===== src/rtl/hazard_scoreboard_pkg.sv =====
// Shared types and defaults for the hazard scoreboard and its flush sequencer.
// Optional feature macro: HZ_PERF_CNT_EN (stall-cycle performance counter).
package hazard_scoreboard_pkg;

  typedef enum logic [1:0] {
    FS_IDLE  = 2'd0,
    FS_WAIT  = 2'd1,
    FS_FLUSH = 2'd2
  } flush_state_e;

  localparam logic [31:0] EXC_VEC_DEFAULT   = 32'hBFC00380;
  localparam logic [31:0] ERET_TYPE_DEFAULT = 32'h0000000e;

  // Counter field is sized for the widest supported latency field; LAT_W must not exceed it.
  localparam int unsigned SB_CNT_W = 8;

  typedef struct packed {
    logic                busy;
    logic                is_var;
    logic [SB_CNT_W-1:0] cnt;
  } sb_entry_t;

  localparam sb_entry_t SB_ENTRY_CLEAR = '0;

  // ERET returns to the saved EPC; every other exception enters the common vector.
  function automatic logic [31:0] redirect_target(input logic [31:0] exc_type,
                                                  input logic [31:0] epc,
                                                  input logic [31:0] eret_type,
                                                  input logic [31:0] exc_vec);
    return (exc_type == eret_type) ? epc : exc_vec;
  endfunction

endpackage


===== src/rtl/hazard_scoreboard_flush_fsm.sv =====
// Exception flush/redirect sequencer: holds a pending exception while data
// memory is busy, then issues a one-cycle flush with the redirect target.
// Optional feature macro of the enclosing block: HZ_PERF_CNT_EN (not used here).
module hz_flush_fsm
  import hazard_scoreboard_pkg::*;
#(
  parameter logic [31:0] EXC_VEC   = EXC_VEC_DEFAULT,
  parameter logic [31:0] ERET_TYPE = ERET_TYPE_DEFAULT
) (
  input  logic        clk_i,
  input  logic        rst_i,
  input  logic        d_stall_i,
  input  logic [31:0] exc_type_i,
  input  logic [31:0] exc_epc_i,
  output logic        in_wait_o,
  output logic        flush_all_o,
  output logic        redirect_valid_o,
  output logic [31:0] redirect_pc_o
);

  flush_state_e state_q;
  logic         flush_q;
  logic         redirect_valid_q;
  logic [31:0]  redirect_pc_q;
  logic [31:0]  target_q;
  logic [31:0]  target_now;

  assign target_now = redirect_target(exc_type_i, exc_epc_i, ERET_TYPE, EXC_VEC);

  // Sequencer state and registered flush/redirect outputs; the target is latched
  // when the exception is first seen so a WAIT period cannot alter it.
  always_ff @(posedge clk_i or posedge rst_i) begin
    if (rst_i) begin
      state_q          <= FS_IDLE;
      flush_q          <= 1'b0;
      redirect_valid_q <= 1'b0;
      redirect_pc_q    <= '0;
      target_q         <= '0;
    end else begin
      case (state_q)
        FS_IDLE: begin
          flush_q          <= 1'b0;
          redirect_valid_q <= 1'b0;
          redirect_pc_q    <= '0;
          if (exc_type_i != '0) begin
            target_q <= target_now;
            if (d_stall_i) begin
              state_q <= FS_WAIT;
            end else begin
              state_q          <= FS_FLUSH;
              flush_q          <= 1'b1;
              redirect_valid_q <= 1'b1;
              redirect_pc_q    <= target_now;
            end
          end
        end
        FS_WAIT: begin
          if (!d_stall_i) begin
            state_q          <= FS_FLUSH;
            flush_q          <= 1'b1;
            redirect_valid_q <= 1'b1;
            redirect_pc_q    <= target_q;
          end
        end
        FS_FLUSH: begin
          state_q          <= FS_IDLE;
          flush_q          <= 1'b0;
          redirect_valid_q <= 1'b0;
          redirect_pc_q    <= '0;
        end
        default: begin
          state_q          <= FS_IDLE;
          flush_q          <= 1'b0;
          redirect_valid_q <= 1'b0;
          redirect_pc_q    <= '0;
        end
      endcase
    end
  end

  assign in_wait_o        = (state_q == FS_WAIT);
  assign flush_all_o      = flush_q;
  assign redirect_valid_o = redirect_valid_q;
  assign redirect_pc_o    = redirect_pc_q;

endmodule


===== src/rtl/hazard_scoreboard.sv =====
// Decode-stage hazard controller: per-register scoreboard for fixed and
// variable latency producers, stall generation, and exception flush/redirect.
// Optional feature macro: HZ_PERF_CNT_EN adds the stall_cycles counter port.
module hazard_scoreboard
  import hazard_scoreboard_pkg::*;
#(
  parameter int unsigned NREG      = 32,
  parameter int unsigned RAW       = 5,
  parameter int unsigned LAT_W     = 3,
  parameter logic [31:0] EXC_VEC   = EXC_VEC_DEFAULT,
  parameter logic [31:0] ERET_TYPE = ERET_TYPE_DEFAULT
) (
  input  logic             clk,
  input  logic             rst,
  input  logic             id_valid,
  input  logic [RAW-1:0]   id_rs,
  input  logic [RAW-1:0]   id_rt,
  input  logic             id_rs_used,
  input  logic             id_rt_used,
  input  logic             id_wr_en,
  input  logic [RAW-1:0]   id_wr_reg,
  input  logic [LAT_W-1:0] id_wr_lat,
  input  logic             id_wr_var,
  input  logic             var_done,
  input  logic [RAW-1:0]   var_reg,
  input  logic             pipe_stall,
  input  logic             d_stall,
  input  logic [31:0]      exc_type,
  input  logic [31:0]      exc_epc,
  output logic             stall_issue,
  output logic             flush_all,
  output logic             redirect_valid,
  output logic [31:0]      redirect_pc
`ifdef HZ_PERF_CNT_EN
  ,
  output logic [31:0]      stall_cycles
`endif
);

  sb_entry_t sb_q [NREG];
  sb_entry_t sb_d [NREG];

  logic raw_hz;
  logic waw_hz;
  logic in_wait;
  logic issue;

  hz_flush_fsm #(
    .EXC_VEC   (EXC_VEC),
    .ERET_TYPE (ERET_TYPE)
  ) u_flush_fsm (
    .clk_i            (clk),
    .rst_i            (rst),
    .d_stall_i        (d_stall),
    .exc_type_i       (exc_type),
    .exc_epc_i        (exc_epc),
    .in_wait_o        (in_wait),
    .flush_all_o      (flush_all),
    .redirect_valid_o (redirect_valid),
    .redirect_pc_o    (redirect_pc)
  );

  // Hazard detection against the registered scoreboard; register 0 is skipped.
  always_comb begin
    raw_hz = 1'b0;
    waw_hz = 1'b0;
    for (int unsigned r = 1; r < NREG; r++) begin
      if (sb_q[r].busy) begin
        if (id_rs_used && (id_rs == RAW'(r))) raw_hz = 1'b1;
        if (id_rt_used && (id_rt == RAW'(r))) raw_hz = 1'b1;
        if (sb_q[r].is_var && (id_wr_reg == RAW'(r))) waw_hz = 1'b1;
      end
    end
  end

  assign stall_issue = in_wait | (id_valid & (raw_hz | waw_hz));
  assign issue       = id_valid & ~stall_issue & ~pipe_stall & ~flush_all;

  // Scoreboard next state; later assignments take priority: countdown, then
  // var completion, then a new issue, and a flush overrides everything.
  always_comb begin
    for (int unsigned r = 0; r < NREG; r++) begin
      sb_d[r] = sb_q[r];
      if (r == 0) begin
        sb_d[r] = SB_ENTRY_CLEAR;
      end else begin
        if (!pipe_stall && sb_q[r].busy && !sb_q[r].is_var && (sb_q[r].cnt != '0)) begin
          sb_d[r].cnt = sb_q[r].cnt - SB_CNT_W'(1);
          if (sb_q[r].cnt == SB_CNT_W'(1)) sb_d[r].busy = 1'b0;
        end
        if (var_done && (var_reg == RAW'(r)) && sb_q[r].busy && sb_q[r].is_var) begin
          sb_d[r] = SB_ENTRY_CLEAR;
        end
        if (issue && id_wr_en && (id_wr_reg == RAW'(r))) begin
          sb_d[r].is_var = id_wr_var;
          sb_d[r].busy   = id_wr_var | (id_wr_lat != '0);
          sb_d[r].cnt    = SB_CNT_W'(id_wr_lat);
        end
        if (flush_all) sb_d[r] = SB_ENTRY_CLEAR;
      end
    end
  end

  // Scoreboard state registers.
  always_ff @(posedge clk or posedge rst) begin
    if (rst) begin
      for (int unsigned r = 0; r < NREG; r++) sb_q[r] <= SB_ENTRY_CLEAR;
    end else begin
      for (int unsigned r = 0; r < NREG; r++) sb_q[r] <= sb_d[r];
    end
  end

`ifdef HZ_PERF_CNT_EN
  logic [31:0] stall_cycles_q;
  logic [31:0] stall_cycles_d;

  always_comb begin
    stall_cycles_d = stall_cycles_q;
    if (stall_issue && !pipe_stall && (stall_cycles_q != '1)) begin
      stall_cycles_d = stall_cycles_q + 32'd1;
    end
  end

  // Saturating count of unfrozen stall cycles; only reset clears it.
  always_ff @(posedge clk or posedge rst) begin
    if (rst) stall_cycles_q <= '0;
    else     stall_cycles_q <= stall_cycles_d;
  end

  assign stall_cycles = stall_cycles_q;
`else
  // No performance counter in this build.
`endif

endmodule

===== config.mk =====
export PLATFORM = sky130hd
export DESIGN_NAME = hazard_scoreboard
export DESIGN_NICKNAME = d
export VERILOG_FILES = /design/src/rtl/hazard_scoreboard_pkg.sv /design/src/rtl/hazard_scoreboard_flush_fsm.sv /design/src/rtl/hazard_scoreboard.sv
export SDC_FILE = /design/constraint.sdc
export NUM_CORES = 1
export LEC_CHECK = 0
export ABC_AREA = 0
export CAP_MARGIN = 15
export CORE_MARGIN = 2
export CORE_UTILIZATION = 38
export CTS_CLUSTER_DIAMETER = 150
export DETAILED_ROUTE_END_ITERATION = 8
export PLACE_DENSITY = 0.53
export SYNTH_ARGS = -nofsm -noshare
export SYNTH_HDL_FRONTEND = slang
export SYNTH_SLANG_ARGS = --single-unit

===== constraint.sdc =====
create_clock -name clk -period 18.3 [get_ports clk]
set_clock_uncertainty 0.15 [all_clocks]
set_input_delay 1.83 -clock clk [delete_from_list [all_inputs] [get_ports clk]]
set_output_delay 1.83 -clock clk [all_outputs]
set_load 0.05 [all_outputs]

==> run_results.csv <==
group,metric,value,unit
sta,slew-limit-headroom,0.2313,
cts,cts-buffers-inserted,46,
synth,synth_xor_xnor_area_share,0.08502,
power_and_ir_drop,power.static_leakage,11.24,nW
setup_path,r2r_cells,7,
hold_path,min_from,"u_flush_fsm.target_q[31]$_DFFE_PP0P_",
cts,cts.clk_slew.worst_paths,0.06,ns
cts,post-cts-setup-buffer-count,0,
power_and_ir_drop,p_seq_frac,0.445,
sta,setup_tns,0,ns
setup_path,critical_path.endpoint_type,"primary output",
setup_path,arrival,6.23,ns
cells_and_area,n_fill_cell,5676,
detailed_routing,drt.antenna.violating_nets,0,
synth,count_of_flip_flops_with_a_built_in_enable_after_synthesis,0,
placed_design,place_ws,10.27,ns
detailed_routing,route.detailed.wl_per_inst,20.85,um
synth,synthDistinctLibCells,75,
die,die_width,246.5,um
cells_and_area,layout.cell_area.non_filler,25860,um2
sta,final-max-slew-violation-count,0,
placed_design,dp.cells,3116,
global_routing,grt_antenna_before_repair,7,
global_routing,vias_in_the_first_global_route,18310,
synth,synth-warning-count,0,
detailed_routing,drt_drc_violations_left,0,
setup_path,timing.rr.end,"sb_q[112]$_DFFE_PP0P_",
synth,synth_nets,2489,
synth,ys_seq_elements,377,
global_routing,grt_first_pass_wirelength,106200,um
detailed_routing,routed_wirelength,66830,um
cells_and_area,finalNonFillerCells,3205,
power_and_ir_drop,p_switching,0.4916,mW
sta,finalHoldViolCount,0,
synth,yosysTopAreaCell,"sky130_fd_sc_hd__dfrtp_1",
cells_and_area,multi_input_area,12160,um2
power_and_ir_drop,clkPwrFrac,0.470,
synth,synthArstFlopShare,1.000,
die,starting_density,0.3860,
synth,synth_top_flop_cell,"sky130_fd_sc_hd__dfrtp_1",
placed_design,gp_routability_congestion,0.9033,
sta,final.hold.worst_slack,0.3320,ns
setup_path,critical_path.cell_chain,"clkdlybuf4s50_1 -> nor4b_1 -> and4_1 -> a2111oi_2 -> o2111ai_1 -> or2_2 -> o31ai_1 -> nand2b_1 -> clkdlybuf4s50_1",
cts,cts_num_sinks,377,
cts,tritoncts,"done",
setup_path,critical_path_peak_fanout,27,
synth,synth.cell_area,22360,um2
global_routing,groute.usage.overall,0.2228,
setup_path,crit_path_frequent_cell,"sky130_fd_sc_hd__clkdlybuf4s50_1",
power_and_ir_drop,irDropWorstVdd,0.06720,mV
job,total_of_max_cap_violations,0,
power_and_ir_drop,power.share.combinational,0.085,
power_and_ir_drop,internal-power,1.418,mW
die,die_height,246.5,um
synth,synth_sequential_area_ratio,0.4220,
hold_path,min_delay_worst_endpoint,"u_flush_fsm.target_q[31]$_DFFE_PP0P_",
die,ios,132,
setup_path,r2r_slack,14.37,ns
cells_and_area,areaGrowthSynthToFinish,15.67,%
synth,synth_top_family_by_area,"simple AND/OR/NAND/NOR gates",
setup_path,timing.critical_path.buf_inv,2,
setup_path,reg2reg_from,"sb_q[149]$_DFFE_PP0P_",
detailed_routing,dr_total_vias,18020,
setup_path,crit_path_max_delay_cell_type,"sky130_fd_sc_hd__clkdlybuf4s50_1",
cts,cts-htree-levels,2,
synth,post_synthesis_mux_area_share,0.07584,
cts,post_cts_resize_count,0,
die,floorplan.die_area,60780,um2
cells_and_area,register_area,9435,um2
setup_path,criticalPathCategory,"input port to primary output",
cells_and_area,nets,2590,
placed_design,dp_hpwl,46680,um
sta,rsz_0062_raised_after_global_routing,"no",
synth,compound_gate_fraction_of_synth_area,0.08205,
setup_path,cpLargestDelayFamily,"buffers and inverters",
cts,cts-root-buf,"sky130_fd_sc_hd__clkbuf_16",
cts,cts_hold_buf,0,
setup_path,critical_path.startpoint_type,"input port",
placed_design,dpl-instance-area,24340,um2
hold_path,min_path_type,"register to register",
sta,post-route-period-util,0.4486,
setup_path,crit_path_max_incr_delay,1.16,ns
power_and_ir_drop,power_switching_share,0.2574,
power_and_ir_drop,power.density,73.86,nW/um2
detailed_routing,detail_route.vias_per_cell,5.623,
power_and_ir_drop,fin_total_pwr,1.910,mW
sta,timing.final.setup_violations,0,
sta,final.setup.worst_slack,10.09,ns
detailed_routing,detail_route.first_pass.iterations,5,
synth,post_synth_and_or_nand_nor_area_fraction,0.2478,
synth,post_synth_fa_ha_maj_area_fraction,0.05205,
die,core_area,57920,um2
sta,max_slew.worst_pin.slew,1.151,ns
cts,clk-insertion-delay-late,0.60,ns
die,standard_cell_row_count,88,
placed_design,port_buffers,131,
cts,clk_path_buf_depth,3,
hold_path,worst_hold_path.num_cells,2,
status,status,"finished, final reports clean",
synth,synthDominantCellAreaShare,0.4220,
sta,period_minus_slack,8.209,ns
synth,postSynthAreaPerCell,9.724,um2
detailed_routing,dr.first_iter.drc_count,1236,
synth,synth_top_cells_by_area,"sky130_fd_sc_hd__dfrtp_1 42%, sky130_fd_sc_hd__mux2i_1 7.2%, sky130_fd_sc_hd__xnor2_1 5.5%, sky130_fd_sc_hd__ha_1 5.2%, sky130_fd_sc_hd__nand2_1 4.7%",
cells_and_area,finish.utilization,0.4465,
sta,maximum_clock_frequency,121.8,MHz
synth,postSynthCellCount,2299,
cells_and_area,post_route_cells_drive_above_1_share,0.06204,
global_routing,grt_start_max_net_pins,132,
setup_path,worst_ep_required_time,16.32,ns
global_routing,grt_overflow,0,
[sequential cells by signal (all words and copies together), names as in the netlist]
signal	cells
u_flush_fsm.flush_all_o	1
u_flush_fsm.target_q	32
u_flush_fsm.state_q	2
u_flush_fsm.redirect_pc_o	32
sb_q	310
[layer usage]
metal	vias to the layer above	wire length [um]	part of all wire	GRT usage
li1	8481	-	-	-
met1	9059	31800	0.48	0.3142
met2	393	30650	0.46	0.3515
met3	88	2840	0.042	0.03606
met4	0	1545	0.023	0.06467
met5	-	0	0	0
[power groups by stage]
stage,logic (mW),clock network [mW],registers [mW]
5_1_grt,0.177,0.967,0.849
6_report,0.163,0.898,0.849
3_5_place_dp,0.164,0,0.864
3_3_place_gp,0.163,0,0.864
4_1_cts,0.165,0.925,0.849
2_1_floorplan,0.0783,0,0.874
[cells in the final DEF (no fill, tap or decap), drive strengths merged, types with 31 or more instances in the layout]
master,n
nor2,113
o21ai,52
xor2,76
dfrtp,377
o211ai,31
a41oi,31
mux2i,160
nor4,53
ha,93
nor3,163
or4,40
nand2,280
xnor2,141
nand3,102
inv,80
and3,75
clkdlybuf4s50,130
clkbuf,73
[layout make-up]
class,count,area share
multi-input combinational,1740,0.4703
clock buffer,72,0.05449
sequential,377,0.3649
timing repair buffer,156,0.05778
inverter,79,0.01176
clock inverter,10,0.003194
antenna,6,0.0005807
tap,765,0.03702
[worst register-to-register path: stages (launching register included)]
cell                        delay, ns
sky130_fd_sc_hd__dfrtp_1         0.55
sky130_fd_sc_hd__and4_1          0.25
sky130_fd_sc_hd__a2111oi_2       0.55
sky130_fd_sc_hd__o2111ai_1       0.30
sky130_fd_sc_hd__or2_2           0.40
sky130_fd_sc_hd__buf_4           0.34
sky130_fd_sc_hd__nor4_4          0.91
sky130_fd_sc_hd__mux2_4          0.36
[Yosys cell counts, types with 6 or more instances]
cell                        instances
sky130_fd_sc_hd__nor2b_1           18
sky130_fd_sc_hd__nand3_1          102
sky130_fd_sc_hd__nand2_1          280
sky130_fd_sc_hd__a22oi_1           20
sky130_fd_sc_hd__nand4b_1          14
sky130_fd_sc_hd__o21ai_0           52
sky130_fd_sc_hd__nor4b_1           10
sky130_fd_sc_hd__nand3b_1          15
sky130_fd_sc_hd__mux2i_1          160
sky130_fd_sc_hd__o211ai_1          31
sky130_fd_sc_hd__nor4_4            15
sky130_fd_sc_hd__dfrtp_1          377
sky130_fd_sc_hd__a41o_1            15
sky130_fd_sc_hd__a2111oi_1          7
sky130_fd_sc_hd__clkbuf_1          62
sky130_fd_sc_hd__nor4_1            38
sky130_fd_sc_hd__a41oi_1           31
sky130_fd_sc_hd__nor3b_1           23
sky130_fd_sc_hd__xor2_1            76
sky130_fd_sc_hd__inv_1             79
sky130_fd_sc_hd__or3_1             20
sky130_fd_sc_hd__nand2b_1          22
sky130_fd_sc_hd__ha_1              93
sky130_fd_sc_hd__buf_2             31
sky130_fd_sc_hd__and2_1            18
sky130_fd_sc_hd__and3_1            75
sky130_fd_sc_hd__nand4_1           23
sky130_fd_sc_hd__nor3_1           160
sky130_fd_sc_hd__xnor2_1          141
sky130_fd_sc_hd__or4_1             39
sky130_fd_sc_hd__nor2_1           113
sky130_fd_sc_hd__a31oi_1            7
sky130_fd_sc_hd__a32o_1             6
sky130_fd_sc_hd__or3b_2             7
sky130_fd_sc_hd__a21oi_1           21
sky130_fd_sc_hd__a22o_1            26
[how the worst max path moves through the flow]
stage / cells past startpoint / to / startpoint / slack [ns]
2_1_floorplan: 1 / sb_q[0]$_DFFE_PP0P_ / rst / 5.85
3_3_place_gp: 9 / stall_issue / id_wr_reg[3] / 10.31
3_5_place_dp: 9 / stall_issue / id_wr_reg[2] / 10.27
4_1_cts: 9 / stall_issue / id_wr_reg[2] / 10.25
5_1_grt: 9 / stall_issue / id_wr_reg[2] / 10.0
6_report: 9 / stall_issue / id_wr_reg[2] / 10.09
[cell families after synthesis]
kind of cell | count (synthesis)
multiplexers | 167
buffers and inverters | 182
AND/OR/NAND/NOR | 1017
AO/OA/AOI/OAI | 246
adder cells (fa/ha/maj) | 93
flip-flops | 377
XOR/XNOR | 217
Note: power is estimated with default switching activity, not from simulation.
